$ cat config.mk
export PLATFORM = sky130hd
export DESIGN_NAME = uart_rx_fifo_channel
export DESIGN_NICKNAME = d
export VERILOG_FILES = /design/src/rtl/uart_rx_pkg.sv /design/src/rtl/uart_rx_fifo_channel_fifo.sv /design/src/rtl/uart_rx_fifo_channel.sv
export SDC_FILE = /design/constraint.sdc
export NUM_CORES = 1
export LEC_CHECK = 0
export CAP_MARGIN = 40
export CORE_AREA = 5 5 153 155
export CTS_BUF_LIST = sky130_fd_sc_hd__clkbuf_2 sky130_fd_sc_hd__clkbuf_4 sky130_fd_sc_hd__clkbuf_8
export CTS_CLUSTER_DIAMETER = 60
export DETAILED_ROUTE_END_ITERATION = 10
export DIE_AREA = 0 0 158 160
export RECOVER_POWER = 100
export SLEW_MARGIN = 20
export SYNTH_ARGS = -nofsm -noshare
export SYNTH_HDL_FRONTEND = slang
export SYNTH_HIERARCHICAL = 1
export SYNTH_SLANG_ARGS = --single-unit
$ cat constraint.sdc
create_clock -name i_Clock -period 6.5 [get_ports i_Clock]
set_input_delay 1.3 -clock i_Clock [delete_from_list [all_inputs] [get_ports i_Clock]]
set_output_delay 1.3 -clock i_Clock [all_outputs]
set_load 0.03 [all_outputs]
$ cat src/rtl/uart_rx_pkg.sv
// ---------------------------------------------------------------------------
// uart_rx_pkg
// Shared definitions for the configurable UART receive channel.
//   - rx_state_e     : receiver FSM state encoding
//   - PAR_*          : parity mode codes as seen on i_Parity_Mode
//   - BPC_*          : bits-per-character codes as seen on i_Bits_Per_Char
//   - ST_*           : bit positions of the flags inside the 3-bit status field
//   - DATA_W/ENTRY_W : layout of one FIFO entry {brk, fe, pe, data[7:0]}
//   - char_bits()    : decode a BPC code to a data bit count
//   - parity_enabled(): true for the even/odd parity codes
// ---------------------------------------------------------------------------
package uart_rx_pkg;

  typedef enum logic [2:0] {
    S_IDLE,
    S_START,
    S_DATA,
    S_PARITY,
    S_STOP,
    S_WAIT_HIGH
  } rx_state_e;

  localparam logic [1:0] PAR_NONE = 2'b00;
  localparam logic [1:0] PAR_EVEN = 2'b01;
  localparam logic [1:0] PAR_ODD  = 2'b10;

  localparam logic [1:0] BPC_5 = 2'b00;
  localparam logic [1:0] BPC_6 = 2'b01;
  localparam logic [1:0] BPC_7 = 2'b10;
  localparam logic [1:0] BPC_8 = 2'b11;

  localparam int ST_BRK = 2;
  localparam int ST_FE  = 1;
  localparam int ST_PE  = 0;

  localparam int DATA_W   = 8;
  localparam int STATUS_W = 3;
  localparam int ENTRY_W  = 11;

  function automatic logic [3:0] char_bits(input logic [1:0] code);
    logic [3:0] n;
    case (code)
      BPC_5:   n = 4'd5;
      BPC_6:   n = 4'd6;
      BPC_7:   n = 4'd7;
      default: n = 4'd8;
    endcase
    return n;
  endfunction

  // 2'b11 is an alias for "no parity", so only the two real codes count.
  function automatic logic parity_enabled(input logic [1:0] mode);
    return (mode == PAR_EVEN) || (mode == PAR_ODD);
  endfunction

endpackage

$ cat src/rtl/uart_rx_fifo_channel_fifo.sv
// ---------------------------------------------------------------------------
// uart_rx_sync_fifo
// Generic synchronous first-word-fall-through FIFO. The head entry is visible
// on o_dout whenever the FIFO is non-empty and reads as zero when empty.
// Ports:
//   i_clk, i_rst : clock, synchronous active-high reset
//   i_push, i_din: write request and data
//   i_pop        : remove the head entry (ignored when empty)
//   o_dout       : head entry (0 when empty)
//   o_full       : DEPTH entries stored
//   o_empty      : no entries stored
// A push while full is dropped unless a pop happens in the same cycle, in
// which case both take effect.
// ---------------------------------------------------------------------------
module uart_rx_sync_fifo #(
  parameter int WIDTH = 11,
  parameter int DEPTH = 3
) (
  input  logic             i_clk,
  input  logic             i_rst,
  input  logic             i_push,
  input  logic [WIDTH-1:0] i_din,
  input  logic             i_pop,
  output logic [WIDTH-1:0] o_dout,
  output logic             o_full,
  output logic             o_empty
);

  localparam int PTR_W = (DEPTH > 1) ? $clog2(DEPTH) : 1;
  localparam int CNT_W = $clog2(DEPTH + 1);
  localparam logic [PTR_W-1:0] LAST_PTR = PTR_W'(DEPTH - 1);
  localparam logic [CNT_W-1:0] FULL_CNT = CNT_W'(DEPTH);

  logic [WIDTH-1:0] mem_q [DEPTH];
  logic [PTR_W-1:0] wr_ptr_q, wr_ptr_d;
  logic [PTR_W-1:0] rd_ptr_q, rd_ptr_d;
  logic [CNT_W-1:0] count_q, count_d;
  logic             do_push, do_pop;

  // Pointers wrap modulo DEPTH, which need not be a power of two.
  function automatic logic [PTR_W-1:0] next_ptr(input logic [PTR_W-1:0] p);
    return (p == LAST_PTR) ? '0 : p + 1'b1;
  endfunction

  assign o_full  = (count_q == FULL_CNT);
  assign o_empty = (count_q == '0);
  assign o_dout  = o_empty ? '0 : mem_q[rd_ptr_q];

  // A pop frees a slot in the same cycle, so a full FIFO can still accept
  // a push when it is paired with a pop.
  always_comb begin
    do_pop   = i_pop && !o_empty;
    do_push  = i_push && (!o_full || do_pop);
    wr_ptr_d = do_push ? next_ptr(wr_ptr_q) : wr_ptr_q;
    rd_ptr_d = do_pop  ? next_ptr(rd_ptr_q) : rd_ptr_q;
    count_d  = count_q;
    case ({do_push, do_pop})
      2'b10:   count_d = count_q + CNT_W'(1);
      2'b01:   count_d = count_q - CNT_W'(1);
      default: count_d = count_q;
    endcase
  end

  always_ff @(posedge i_clk) begin
    if (i_rst) begin
      wr_ptr_q <= '0;
      rd_ptr_q <= '0;
      count_q  <= '0;
      for (int i = 0; i < DEPTH; i++) begin
        mem_q[i] <= '0;
      end
    end else begin
      wr_ptr_q <= wr_ptr_d;
      rd_ptr_q <= rd_ptr_d;
      count_q  <= count_d;
      if (do_push) begin
        mem_q[wr_ptr_q] <= i_din;
      end
    end
  end

endmodule

$ cat src/rtl/uart_rx_fifo_channel.sv
// ---------------------------------------------------------------------------
// uart_rx_fifo_channel
// Configurable UART receive channel: runtime baud divisor with 16x
// oversampling and 3-sample majority vote, 5-8 data bits, optional even/odd
// parity, framing/parity/break/overrun detection and a FWFT receive FIFO.
// Ports:
//   i_Clock, i_Rst    : clock, synchronous active-high reset
//   i_Baud_Div        : clocks per oversample tick minus 1
//   i_RX_Enable       : receiver enable (0 aborts any character in flight)
//   i_Bits_Per_Char   : 00=5, 01=6, 10=7, 11=8 data bits
//   i_Parity_Mode     : 00=none, 01=even, 10=odd, 11=none
//   i_RX_Serial       : asynchronous serial line, idle high
//   i_Rd              : pop the FIFO head
//   i_Clr_Err         : clear the sticky overrun flag
//   o_RX_Byte         : head data, unused upper bits 0
//   o_RX_Status       : head flags {break, framing, parity}
//   o_RX_Ready        : FIFO not empty
//   o_FIFO_Full       : FIFO full
//   o_Overrun         : sticky overrun flag
// ---------------------------------------------------------------------------
module uart_rx_fifo_channel
  import uart_rx_pkg::*;
#(
  parameter int DIV_W      = 16,
  parameter int FIFO_DEPTH = 3,
  parameter int OVERSAMPLE = 16
) (
  input  logic                i_Clock,
  input  logic                i_Rst,
  input  logic [DIV_W-1:0]    i_Baud_Div,
  input  logic                i_RX_Enable,
  input  logic [1:0]          i_Bits_Per_Char,
  input  logic [1:0]          i_Parity_Mode,
  input  logic                i_RX_Serial,
  input  logic                i_Rd,
  input  logic                i_Clr_Err,
  output logic [DATA_W-1:0]   o_RX_Byte,
  output logic [STATUS_W-1:0] o_RX_Status,
  output logic                o_RX_Ready,
  output logic                o_FIFO_Full,
  output logic                o_Overrun
);

  localparam int SAMP_W = $clog2(OVERSAMPLE);
  localparam int MID    = OVERSAMPLE / 2;
  localparam logic [SAMP_W-1:0] SAMP_EARLY  = SAMP_W'(MID - 1);
  localparam logic [SAMP_W-1:0] SAMP_MID    = SAMP_W'(MID);
  localparam logic [SAMP_W-1:0] SAMP_DECIDE = SAMP_W'(MID + 1);

  logic                rx_meta_q, rx_sync_q;
  rx_state_e           state_q, state_d;
  logic [DIV_W-1:0]    tick_cnt_q, tick_cnt_d;
  logic [SAMP_W-1:0]   samp_cnt_q, samp_cnt_d;
  logic [2:0]          bit_idx_q, bit_idx_d;
  logic [3:0]          nbits_q, nbits_d;
  logic [1:0]          par_mode_q, par_mode_d;
  logic [DATA_W-1:0]   data_q, data_d;
  logic                samp_early_q, samp_early_d;
  logic                samp_mid_q, samp_mid_d;
  logic                pe_q, pe_d;
  logic                par_bit_q, par_bit_d;
  logic                push_q, push_d;
  logic [ENTRY_W-1:0]  entry_q, entry_d;
  logic                overrun_q, overrun_d;

  logic                tick, decide, maj, fe, brk;
  logic [ENTRY_W-1:0]  fifo_head;
  logic                fifo_full, fifo_empty;

  // Tick counter is parked at 0 in IDLE so the first tick after a start edge
  // lands at a fixed offset from that edge.
  always_comb begin
    tick       = (state_q != S_IDLE) && (tick_cnt_q == i_Baud_Div);
    tick_cnt_d = (state_q == S_IDLE || tick) ? '0 : tick_cnt_q + 1'b1;
    samp_cnt_d = (state_q == S_IDLE) ? '0 : (tick ? samp_cnt_q + 1'b1 : samp_cnt_q);
    decide     = tick && (samp_cnt_q == SAMP_DECIDE);
    samp_early_d = (tick && samp_cnt_q == SAMP_EARLY) ? rx_sync_q : samp_early_q;
    samp_mid_d   = (tick && samp_cnt_q == SAMP_MID)   ? rx_sync_q : samp_mid_q;
    // The third sample is the live line value at the decision tick.
    maj = (samp_early_q & samp_mid_q) | (samp_early_q & rx_sync_q) |
          (samp_mid_q & rx_sync_q);
  end

  // Every state makes its decision at the same tick of its bit; the sample
  // counter keeps running to the end of the bit regardless of state.
  always_comb begin
    state_d    = state_q;
    bit_idx_d  = bit_idx_q;
    nbits_d    = nbits_q;
    par_mode_d = par_mode_q;
    data_d     = data_q;
    pe_d       = pe_q;
    par_bit_d  = par_bit_q;
    entry_d    = entry_q;
    push_d     = 1'b0;
    fe         = 1'b0;
    brk        = 1'b0;

    case (state_q)
      S_IDLE: begin
        if (!rx_sync_q && i_RX_Enable) begin
          state_d    = S_START;
          nbits_d    = char_bits(i_Bits_Per_Char);
          par_mode_d = i_Parity_Mode;
          data_d     = '0;
          pe_d       = 1'b0;
          par_bit_d  = 1'b0;
          bit_idx_d  = '0;
        end
      end
      S_START: begin
        if (decide) begin
          state_d   = maj ? S_IDLE : S_DATA;
          bit_idx_d = '0;
        end
      end
      S_DATA: begin
        if (decide) begin
          data_d[bit_idx_q] = maj;
          if ({1'b0, bit_idx_q} == nbits_q - 4'd1) begin
            state_d = parity_enabled(par_mode_q) ? S_PARITY : S_STOP;
          end else begin
            bit_idx_d = bit_idx_q + 3'd1;
          end
        end
      end
      S_PARITY: begin
        if (decide) begin
          par_bit_d = maj;
          // Unreceived upper data bits are 0, so they do not disturb the XOR.
          if (par_mode_q == PAR_EVEN) begin
            pe_d = (^data_q) ^ maj;
          end else begin
            pe_d = ~((^data_q) ^ maj);
          end
          state_d = S_STOP;
        end
      end
      S_STOP: begin
        if (decide) begin
          fe  = ~maj;
          brk = fe && (data_q == '0) && !(parity_enabled(par_mode_q) && par_bit_q);
          entry_d                  = '0;
          entry_d[DATA_W-1:0]      = data_q;
          entry_d[DATA_W + ST_BRK] = brk;
          entry_d[DATA_W + ST_FE]  = fe;
          entry_d[DATA_W + ST_PE]  = pe_q;
          push_d  = 1'b1;
          state_d = maj ? S_IDLE : S_WAIT_HIGH;
        end
      end
      S_WAIT_HIGH: begin
        if (rx_sync_q) begin
          state_d = S_IDLE;
        end
      end
      default: state_d = S_IDLE;
    endcase

    // Dropping the enable abandons whatever character is in flight.
    if (!i_RX_Enable) begin
      state_d = S_IDLE;
      push_d  = 1'b0;
    end
  end

  // A push that finds the FIFO full and unpaired with a read is lost; the
  // set condition takes priority over a simultaneous clear.
  always_comb begin
    overrun_d = overrun_q;
    if (i_Clr_Err) begin
      overrun_d = 1'b0;
    end
    if (push_q && fifo_full && !i_Rd) begin
      overrun_d = 1'b1;
    end
  end

  always_ff @(posedge i_Clock) begin
    if (i_Rst) begin
      rx_meta_q    <= 1'b1;
      rx_sync_q    <= 1'b1;
      state_q      <= S_IDLE;
      tick_cnt_q   <= '0;
      samp_cnt_q   <= '0;
      bit_idx_q    <= '0;
      nbits_q      <= 4'd8;
      par_mode_q   <= PAR_NONE;
      data_q       <= '0;
      samp_early_q <= 1'b1;
      samp_mid_q   <= 1'b1;
      pe_q         <= 1'b0;
      par_bit_q    <= 1'b0;
      push_q       <= 1'b0;
      entry_q      <= '0;
      overrun_q    <= 1'b0;
    end else begin
      rx_meta_q    <= i_RX_Serial;
      rx_sync_q    <= rx_meta_q;
      state_q      <= state_d;
      tick_cnt_q   <= tick_cnt_d;
      samp_cnt_q   <= samp_cnt_d;
      bit_idx_q    <= bit_idx_d;
      nbits_q      <= nbits_d;
      par_mode_q   <= par_mode_d;
      data_q       <= data_d;
      samp_early_q <= samp_early_d;
      samp_mid_q   <= samp_mid_d;
      pe_q         <= pe_d;
      par_bit_q    <= par_bit_d;
      push_q       <= push_d;
      entry_q      <= entry_d;
      overrun_q    <= overrun_d;
    end
  end

  uart_rx_sync_fifo #(
    .WIDTH (ENTRY_W),
    .DEPTH (FIFO_DEPTH)
  ) u_fifo (
    .i_clk   (i_Clock),
    .i_rst   (i_Rst),
    .i_push  (push_q),
    .i_din   (entry_q),
    .i_pop   (i_Rd),
    .o_dout  (fifo_head),
    .o_full  (fifo_full),
    .o_empty (fifo_empty)
  );

  assign o_RX_Byte   = fifo_head[DATA_W-1:0];
  assign o_RX_Status = fifo_head[ENTRY_W-1:DATA_W];
  assign o_RX_Ready  = !fifo_empty;
  assign o_FIFO_Full = fifo_full;
  assign o_Overrun   = overrun_q;

endmodule

==> impl_results.md <==
* Hold_buf cts at 0
* Slew Limit Fails at 64
* Clock buffer count from CTS at 9
* Vias at 3571
* Worst Max-Slew Pin Slew at 1920 ps
* Critical Path Source Type: input port
* Post-CTS Setup Inserts at 0
* Fmax at 0.203 GHz
* CTS tree: done
* GRT overflow at 0
* NetSw at 0.288 mW
* Initial core utilization at roughly a quarter
* Die W at roughly 160 um
* Internal at 0.909 mW
* Synthesized flop and latch total at approximately 110
* Syn Inst Count at 505
* CP arrival at between 4000 and 5000 ps
* Synth top area share at 25.2%
* Min cycle time layout at 4930 ps
* Most frequent cell after synthesis: dfxtp_1
* Relative slew slack at -29.6%
* Critical path class: input port to flop
* Final core utilization at 28.3%
* Syn avg cell area at around 11 um2
* Htree depth at 3
* Async S/R FF share, synth at 0%
* Routed WL at 10600 um
* Die area at 25300 um2
* Placed Cells at 807
* Share of layout cells above drive strength 1 at 7.72%
* Logic pwr share at 4.2%
* Max-cap viol count at 3
* I/O pin count at 40
* Root buf cell: clkbuf_8
* Failing checks: max-capacitance violations, max-slew violations
* First-pass GRT wire length at 18000 um
* Critical Path RT at 6570 ps
* Crit path max fanout at 36
* Total number of yosys warnings at 6
* Pwr/cell area at between 150 and 200 nW/um2
* Setup_tns at 0 ps
* Period utilization at 75.8%
* Mapped Nets at 546
* Clock share of power at 34.4%
* Clk_lat worst skew at 400 ps
* PortBufs at 39
* Cell Count, Final, Fillers Out at 824
* Routed wire per std cell at 12.9 um
* Power Total at 1.20 mW
* Top_reg_cell synth: dfxtp_1
* GP Congestion at approximately 0.78
* Sequential share of the synthesized area at 49.9%
* Initial antenna violation count at 0
* Antenna-violating nets left at 0
* Crit. End Element: flop
* Diodes inserted at 0
* Maximum vdd drop at 0.0799 mV
* Die H at roughly 160 um
* Cell area after synthesis at 5330 um2
* Clk_skew at 22.5 ps
* Clock buffer depth at 2
* Largest net degree at the start of global routing at 37
* Status: finished, violations left
* Hpwl dp at 7590 um
* Layout area overhead at 15.3%
* Detailed Routing Iterations Pass 1 at 4
* Leak at approximately 2.1 nW
* Via density per instance at 4.33
* Hold WC Path Type: flop to flop
* Synth cell count leaders: 67 x dfxtp_1, 58 x nand2_1, 44 x edfxtp_1
* Clk slew on worst S/H paths at 100 ps
* RSZ-0062 raised after global routing: no
* Initial drt markers at 140
* Synth area leader: dfxtp_1
* Final setup fails at 0
* Distinct cells, synth at 58
* Final net count at 580
* DRC violation count after routing at 0
* Resized Gates After CTS at 0
* Flop pwr share at 61.5%
* Gr usage total at 8.86%
* Rows at 54
* Post-synth EDFFs at 44
* Number of global-route vias before repair at about 3500
* Switching Fraction at 24.1%
* Synth top area cells: dfxtp_1 25%, edfxtp_1 25%, xor2_1 5.3%
* Core area at 21700 um2
* Hold Fails Final Rpt at 0
* CTS sink count at ~110
## state kept, by name, indices dropped and copies added, names as in the netlist, 2 cells and up, named ones only
name	flops
samp_cnt_q	4
data_q	8
u_fifo/rd_ptr_q	2
state_q	3
bit_idx_q	3
u_fifo/wr_ptr_q	2
par_mode_q	2
u_fifo/count_q	2
u_fifo/mem_q	44
entry_q	11
nbits_q	4
tick_cnt_q	16
## placed cells by master, fill, tap and decap left out, types with 2 or more instances in the layout
cell / count
clkdlybuf4s50_1: 23
nor4_1: 4
or4_1: 2
nor3_1: 11
or3_1: 5
dfxtp_1: 67
inv_8: 3
nor2_1: 38
nand2b_1: 4
edfxtp_1: 44
or2_2: 5
nor2b_1: 13
a21oi_1: 22
and2_1: 24
and2_0: 11
o211ai_1: 5
xor2_1: 32
nand4_1: 3
nor4b_1: 4
nand2_1: 58
mux2i_1: 11
nor4_2: 3
xnor2_1: 13
and3_1: 6
dlygate4sd3_1: 16
a31o_1: 2
clkbuf_8: 9
nand3b_1: 3
ha_1: 15
nand3_1: 12
inv_1: 21
clkbuf_1: 3
o21ai_0: 7
mux4_2: 11
o31ai_1: 4
inv_6: 2
## path summary, 6_finish.rpt
kind                     start                 end  slack (ps)  cells after the start
max                      i_Rst  u_fifo/mem_q[2][4]        1570                      5
min                  rx_meta_q           rx_sync_q         420                      1
max reg2reg  u_fifo/count_q[0]  u_fifo/mem_q[2][4]        3520                      3
min reg2reg          rx_meta_q           rx_sync_q         420                      1
## stage by stage
| stage | instance area, um2 | setup slack [ps] | hold slack [ps] |
|---|---|---|---|
| 2_1_floorplan | 5330 | 3390 | 389 |
| 3_3_place_gp | 5980 | 2670 | 398 |
| 3_5_place_dp | 6000 | 2620 | 399 |
| 4_1_cts | 6190 | 2520 | 431 |
| 5_1_grt | 6150 | 1330 | 446 |
| 6_report | 6150 | 1570 | 424 |
## per-layer routing
layer,vias up,share of wire (%),track usage (%)
li1,1823,-,-
met1,1687,48,11.8
met2,48,47,14.0
met3,13,3.6,1.81
met4,0,1.8,3.45
met5,-,0,0
## critical path, stage by stage
cell and delay [ps]:
dlygate4sd3_1 530, clkbuf_1 620, nand2b_1 470, nor4b_1 1530, or2_2 520
## kinds of logic (layout without fill, tap and decap cells)
| kind of cell | count (synthesis) | in the layout | share of synthesized area (%) |
|---|---|---|---|
| xor+xnor | 45 | 45 | 7.39 |
| compound gates | 52 | 52 | 6.31 |
| fa+ha+maj | 16 | 16 | 3.71 |
| simple gates | 215 | 215 | 22.5 |
| mux | 22 | 22 | 6.71 |
| flops | 111 | 111 | 49.9 |
| buf+inv | 44 | 83 | 3.50 |
## power groups by stage
stage,Combinational (mW),Clock [mW],Sequential [mW]
after floorplan,0.0280,0,0.750
after global placement,0.0514,0,0.752
after detailed placement,0.0516,0,0.752
after CTS,0.0518,0.425,0.736
after global routing,0.0549,0.454,0.737
final,0.0499,0.412,0.736
## layout make-up
class	instances	area [um2]
flip-flops and latches	111	2660
fillers	2249	15500
clock inverters	7	65.1
repair buffers	45	424
multi-input cells	350	2440
well taps	280	350
inverters	22	82.6
clock buffers	9	124
No activity file was read; power rests on OpenSTA's default activity.
